### config.mk
export PLATFORM = sky130hd
export DESIGN_NAME = std_mult_seq
export DESIGN_NICKNAME = d
export VERILOG_FILES = /design/src/rtl/std_mult_seq.sv
export SDC_FILE = /design/constraint.sdc
export NUM_CORES = 1
export LEC_CHECK = 0
export CELL_PAD_IN_SITES_DETAIL_PLACEMENT = 1
export CELL_PAD_IN_SITES_GLOBAL_PLACEMENT = 2
export CORE_MARGIN = 2
export CORE_UTILIZATION = 38
export CTS_BUF_LIST = sky130_fd_sc_hd__clkbuf_16
export CTS_CLUSTER_SIZE = 25
export DETAILED_ROUTE_END_ITERATION = 7
export GPL_TIMING_DRIVEN = 1
export HOLD_SLACK_MARGIN = 0.08
export PLACE_DENSITY_LB_ADDON = 0.08
export SLEW_MARGIN = 25
export SYNTH_ARGS = -nofsm -noshare
export SYNTH_HDL_FRONTEND = slang
export SYNTH_SLANG_ARGS = --single-unit
### constraint.sdc
create_clock -name clk -period 27.3 [get_ports clk]
set_clock_uncertainty 0.15 [all_clocks]
set_input_delay 8.19 -clock clk [delete_from_list [all_inputs] [get_ports clk]]
set_output_delay 8.19 -clock clk [all_outputs]
set_load 0.02 [all_outputs]
### src/rtl/std_mult_seq.sv
// std_mult_seq -- iterative shift-add unsigned multiplier.
//
// Retires one multiplier bit per clock and returns the full double-width
// product as a low word (out) and a high word (out_hi). A request is made
// by holding go high; done pulses for exactly one cycle when the result
// registers are updated. Dropping go while iterating abandons the operation
// without touching the result registers.
//
// Parameters:
//   width   operand width in bits (>= 2); both product halves are this wide
//
// Ports:
//   clk     in   1      rising-edge clock
//   reset   in   1      asynchronous, active-high; clears all state
//   go      in   1      request, held until done is seen
//   left    in   width  multiplicand, sampled only at start
//   right   in   width  multiplier, sampled only at start
//   out     out  width  low half of left*right, registered
//   out_hi  out  width  high half of left*right, registered
//   done    out  1      one-cycle completion pulse, registered
//
// Build option:
//   STD_MULT_SEQ_EARLY_EXIT_EN  when defined, iteration also stops as soon
//   as the remaining multiplier bits are all zero, giving a data-dependent
//   latency with identical results. Left undefined, every nonzero operand
//   pair takes a fixed width+1 edges.

module std_mult_seq #(
    parameter int width = 32
) (
    input  logic             clk,
    input  logic             reset,
    input  logic             go,
    input  logic [width-1:0] left,
    input  logic [width-1:0] right,
    output logic [width-1:0] out,
    output logic [width-1:0] out_hi,
    output logic             done
);

    localparam int count_w = $clog2(width + 1);
    localparam logic [count_w-1:0] last_count = count_w'(width - 1);

    typedef enum logic [1:0] {
        IDLE = 2'd0,
        RUN  = 2'd1,
        DONE = 2'd2
    } state_t;

    state_t state, state_next;

    logic [2*width-1:0] acc, acc_next;
    logic [2*width-1:0] mcand, mcand_next;
    logic [width-1:0]   mplier, mplier_next;
    logic [count_w-1:0] count, count_next;
    logic [width-1:0]   out_next, out_hi_next;
    logic               done_next;

    logic [2*width-1:0] acc_step;
    logic [width-1:0]   mplier_shift;
    logic               last_step;
    logic               zero_operand;

    // One iteration of the shift-add recurrence. The accumulator is
    // double width, so adding the shifted multiplicand can never carry out.
    always_comb begin
        acc_step     = mplier[0] ? (acc + mcand) : acc;
        mplier_shift = mplier >> 1;
        zero_operand = (left == '0) || (right == '0);
    end

    // The step being taken is the final one either when every multiplier
    // bit has been consumed or, in the early-exit build, when no set bits
    // remain above the current position.
`ifdef STD_MULT_SEQ_EARLY_EXIT_EN
    assign last_step = (count == last_count) || (mplier_shift == '0);
`else
    assign last_step = (count == last_count);
`endif

    // Next-state and next-datapath logic. Everything holds by default so
    // that an abort leaves the result registers untouched and done low.
    always_comb begin
        state_next  = state;
        acc_next    = acc;
        mcand_next  = mcand;
        mplier_next = mplier;
        count_next  = count;
        out_next    = out;
        out_hi_next = out_hi;
        done_next   = 1'b0;

        case (state)
            IDLE: begin
                if (go) begin
                    if (zero_operand) begin
                        // Product is trivially zero; skip the iteration.
                        out_next    = '0;
                        out_hi_next = '0;
                        done_next   = 1'b1;
                        state_next  = DONE;
                    end else begin
                        acc_next    = '0;
                        mcand_next  = {{width{1'b0}}, left};
                        mplier_next = right;
                        count_next  = '0;
                        state_next  = RUN;
                    end
                end
            end

            RUN: begin
                if (!go) begin
                    state_next = IDLE;
                end else begin
                    acc_next    = acc_step;
                    mcand_next  = mcand << 1;
                    mplier_next = mplier_shift;
                    count_next  = count + count_w'(1);
                    if (last_step) begin
                        {out_hi_next, out_next} = acc_step;
                        done_next  = 1'b1;
                        state_next = DONE;
                    end
                end
            end

            DONE: begin
                // go is deliberately ignored here; a held request restarts
                // from IDLE on the following edge with fresh operands.
                state_next = IDLE;
            end

            default: begin
                state_next = IDLE;
            end
        endcase
    end

    // State register.
    always_ff @(posedge clk or posedge reset) begin
        if (reset) begin
            state <= IDLE;
        end else begin
            state <= state_next;
        end
    end

    // Datapath and result registers.
    always_ff @(posedge clk or posedge reset) begin
        if (reset) begin
            acc    <= '0;
            mcand  <= '0;
            mplier <= '0;
            count  <= '0;
            out    <= '0;
            out_hi <= '0;
            done   <= 1'b0;
        end else begin
            acc    <= acc_next;
            mcand  <= mcand_next;
            mplier <= mplier_next;
            count  <= count_next;
            out    <= out_next;
            out_hi <= out_hi_next;
            done   <= done_next;
        end
    end

endmodule
# Yosys cells after proc, flatten, opt, wreduce, memory -nomap -nowiden
# Cells that the tools add are included.
totals:
  word_cells: 61
  inputBits: 67
  mem_count: 0
  register_bits: 233
  latchBits: 0
  mem_bits_ro: 0
  ramBits: 0
classes:
  n_shift: 0
  mux: 35
  multipliers: 0
  div: 0
  n_reduce_logical: 8
  n_eq_ne: 8
  n_addsub: 2
  n_lt_le_gt_ge: 0
  bitwise_logic: 0
op_table:
  columns: ["cell", "n"]
  rows:
  - ["2-to-1 mux 64 bit", 7]
  - ["2-to-1 mux 32 bit", 9]
  - ["one-hot mux 64 bit (2 select lines)", 2]
  - ["one-hot mux 32 bit (2 select lines)", 3]
  - ["adder 64 bit", 1]
  - ["logical NOT 32 bit", 2]
  - ["2-to-1 mux 6 bit", 3]
  - ["one-hot mux 6 bit (2 select lines)", 1]
  - ["inequality test 2 bit (second input constant)", 5]
  - ["2-to-1 mux 2 bit", 4]
  - ["adder 6 x 1 -> 6 bit (second input constant)", 1]
  - ["== test 6 x 5 -> 1 bit (second input constant)", 1]
  - ["AND reduction 5 bit", 1]
  - ["2-to-1 mux 1 bit", 4]
  - ["one-hot mux 2 bit (2 select lines)", 1]
  - ["AND reduction 4 bit", 1]
  - ["inequality test 3 bit (second input constant)", 1]
  - ["== test 2 x 1 -> 1 bit (second input constant)", 1]
  - ["logical NOT 2 bit", 1]
  - ["one-hot mux 1 bit (2 select lines)", 1]
  - ["AND reduction 2 bit", 1]
  - ["nonzero test 2 bit", 1]
  - ["logical OR 1 bit", 1]

# Logic depth before layout (Yosys ltp)
depth:
  depth_word: 5
  depth_mapped: 12

# Worst setup path after synthesis
# No wires, ideal clock.
synth_path:
  path_type: "input -> register"
  from: "in left[25]"
  to: "reg out_hi[21]"
  setup_slack_ns: 17.133
  path_buffers: 3
  arrival_time_ns: 9.879
  stages: 10
  path_cell_list: "nor4_1 -> nand4_1 -> o22ai_1 -> a21oi_1 -> nand2b_1 -> buf_2 -> inv_1 -> clkbuf_1 -> clkbuf_1 -> a31oi_1"
synth_via:
  elab_chain_len: 4
synth_lines:
  columns: ["item", "line", "source"]
  rows:
  - ["from (decl)", "34", "input logic [width-1:0] left,"]
  - ["logical NOT 32 bit", "69", "zero_operand = (left == '0) || (right == '0);"]
  - ["logical OR 1 bit", "69", null]
  - ["inequality test 2 bit (no line)", null, null]
  - ["AND reduction 5 bit (no line)", null, null]
  - ["to (signal assigned)", "165", "out_hi <= out_hi_next;"]
  - ["to (decl)", "37", "output logic [width-1:0] out_hi,"]
# No other way between the ends.
# A chain may end at the register's enable or synchronous reset.

# Worst setup path after layout
layout_path:
  from: "in left[28]"
  to: "reg out[30]"
layout_via:
  elab_chain_len: 4
layout_lines:
  columns: ["item", "line", "source"]
  rows:
  - ["logical NOT 32 bit", "69", null]
  - ["logical OR 1 bit", "69", null]
  - ["inequality test 2 bit (no line)", null, null]
  - ["AND reduction 5 bit (no line)", null, null]
  - ["to (signal assigned)", "164", "out <= out_next;"]
  - ["to (decl)", "36", "output logic [width-1:0] out,"]
# No other way between the ends.

==> reports/results.ini <==
[run_status]
status = completed

[global_route]
grt_pass1_vias = 13180
overflow = 0
grt_pass1_wl_um = 75900
grt_usage_pct = 25.0
grt_max_degree = 114
antenna_found_initial = 1

[timing]
finalHoldViolCount = 0
maxSlewHeadroom_pct = 27.0
setup_viol = 0
drv_slew = 0
fin_setup_tns_ns = 0
finalCritPeriodShare_pct = 42.6
max_slew.worst_pin.slew_ns = 1.09
max_freq_ghz = 0.0859
min_period_ns = 11.64
timing.final.ws_setup_ns = 15.66
rsz0062_at_grt = false
holdWs_ns = 0.323

[worst_setup_path]
crit_path_top_delay_cell = nor4_1
endpoint_kind = flip-flop
rr_startpoint = mcand[0]
crit_fanout = 49
startpoint_type = primary input
cp_common_cell = buf_4
rrSetupSlack_ns = 23.48
cp.required_ns = 27.57
worst-path-buf-inv = 4
r2r_end = out_hi[28]
crit_start = left[28]
critical-path-top-delay-family = buffers and inverters
max_stage_delay_ns = 0.67
path_class = in -> reg
reg2regPathDepth = 12
arrival_ns = 11.91
crit_path_cell_trace = clkdlybuf4s50_1, nor4_1, nand4_1, o22ai_1, a21oi_1, nand2b_4, buf_4, inv_1, buf_4, nand2_1, o21ai_0, a31oi_1

[synth]
ys_seq_area_share_pct = 42.0
ys_warn_count = 0
ys_top_cells_by_area = dfrtp_1, nand2_1, ha_1
syn_area_sq_um = 13900
synth_edf_count = 0
synthFlopType = dfrtp_1
yosys.area.top_type = dfrtp_1
ys_ff_latch = 233
synthDistinctLibCells = 74
yosysTopAreaCellShare_pct = 42.0
syn-num-nets = 1765
ys_async_sr_fraction_pct = 100
synth_cells = 1633
syn_area_per_cell_sq_um = 8.50

[final_layout]
num-nets-final = 1833
mostFrequentLayoutCells = nand2_1, dfrtp_1, clkdlybuf4s50_1, nor2_1, a21oi_1
areaGrowthSynthToFinish_pct = 17.8
drive_gt1_share_pct = 5.12
fillers = 4176
final_common_cell = nand2_1
diodes = 0

[routing]
dr.pass1.iters = 5
drc_errors = 0
routed_wl_um = 47700
ant_nets = 0
wire_per_inst_um = 21.9
drtIter0Drc = 704
avgViaCountPerCell = 5.81
route.vias.total = 12657

[power]
powerDensity_nw_per_um2 = 70.2
power_leakage_nw = 7.27
ir_worst_vdd_uv = 44.6

[clock_tree]
cts-resized-gates = 0
cts_sinks = 233
clockRootBuffer = clkbuf_16
cts_setup_buffers = 0
clkLatencyLatePin_ns = 0.56
cts_max_level = 1
cts_hold_buf = 0
path_clk_slew_ns = 0.06
cts_buffer_depth = 3
cts_tree = done
cts_buffers = 27

[hold_path]
hp-class = reg -> reg
hold_end = mplier[31]
hp-start = mplier[31]
whs_path_depth = 2

[flow_run]
maxCapViolCount = 0

[floorplan]
start_util_pct = 38.8
core_sq_um = 35700
dieArea_sq_um = 38100
ios = 132
die_w_um = 195
die_y_um = 195
fp-row-count = 69

[placed_design]
dp_hpwl_um = 34100
gp_congestion = 0.877
io_buffers = 131
dpl_worst_slack_ns = 14.98

## sequential cells by signal, summed over array words and instances, names as in the netlist
signal  count
state       2
done        1
mplier     32
count       6
out_hi     32
acc        64
mcand      64
out        32
## power by group
| group | switching (W) | internal [W] | total, W |
|---|---|---|---|
| Sequential | 0.0000291 | 0.000377 | 0.000406 |
| Combinational | 0.000238 | 0.000137 | 0.000375 |
| Clock | 0.000151 | 0.000215 | 0.000366 |
| Total | 0.000418 | 0.000729 | 0.00115 |
## cell usage after synthesis, drive strengths merged (6+ instances only)
library cell / number
nand2: 363
dfrtp: 233
nor2: 134
o21ai: 124
a21oi: 114
a31oi: 71
clkbuf: 68
ha: 64
a22o: 53
buf: 36
xnor2: 35
mux2i: 29
nand4: 29
nand3: 24
inv: 23
nor4: 22
o31ai: 20
a21o: 19
nor3: 19
xor2: 17
and3: 12
o21bai: 10
o21a: 9
a21boi: 8
o211ai: 8
nor2b: 7
nand2b: 6
or3: 6
## metal layers
metal / vias up / track usage (%) / routed length [um]
met5: - / 0 / 0
met4: 0 / 8.00 / 1570
met3: 82 / 2.95 / 1510
met2: 247 / 41.1 / 21900
met1: 6340 / 34.4 / 22700
li1: 5988 / - / -
## per-stage QoR
| stage | instance area, sq um | instances | total power (W) | utilization [%] |
|---|---|---|---|---|
| floorplan | 13900 | 1633 | 0.000671 | - |
| finish | 16300 | 2179 | 0.00115 | 45.7 |
| global route | 16300 | 2179 | 0.00121 | 45.7 |
| detailed placement | 15500 | 2133 | 0.000783 | 43.3 |
| global placement | 15500 | 2133 | 0.000777 | 43.3 |
| CTS | 16300 | 2179 | 0.00116 | 45.7 |
## area by class of cell
class / count / area, sq um / area share [%]
multi-input cells: 1273 / 7570 / 46.3
flip-flops and latches: 233 / 5830 / 35.7
clock inverters: 19 / 189 / 1.16
clock buffers: 27 / 676 / 4.14
well taps: 461 / 577 / 3.53
inverters: 23 / 93.8 / 0.574
repair buffers: 143 / 1400 / 8.58
## cell families (layout without fill, tap and decap cells)
kind of cell | after synthesis | in the layout | share of synthesized area, %
muxes | 33 | 33 | 2.42
buffers and inverters | 127 | 212 | 3.76
AOI/OAI and AO/OA | 487 | 487 | 23.0
adders and majority gates | 65 | 65 | 5.92
DFF | 233 | 233 | 42.0
and+or+nand+nor | 636 | 636 | 19.6
xor gates and xnor gates | 52 | 52 | 3.28
## worst reg2reg max path: stages (launching register included)
cell     delay [ns]
dfrtp_1        0.41
ha_1           0.24
fa_1           0.22
a21oi_1        0.09
o21ai_0        0.36
a21oi_1        0.24
nor3_1         0.33
o21ai_1        0.18
a21oi_1        0.68
a31oi_1        0.27
mux2i_1        0.20
a21oi_1        0.19
o21ai_0        0.11
## how the worst max path moves through the flow
stage              end  slack, ns  depth (start not counted)
2_1_floorplan   acc[0]      12.57                          1
3_3_place_gp   out[17]      15.10                         12
3_5_place_dp   out[17]      14.98                         12
4_1_cts        out[17]      15.58                         12
5_1_grt        out[30]      15.39                         12
6_report       out[30]      15.66                         12
Note: power is estimated with default switching activity, not from simulation.
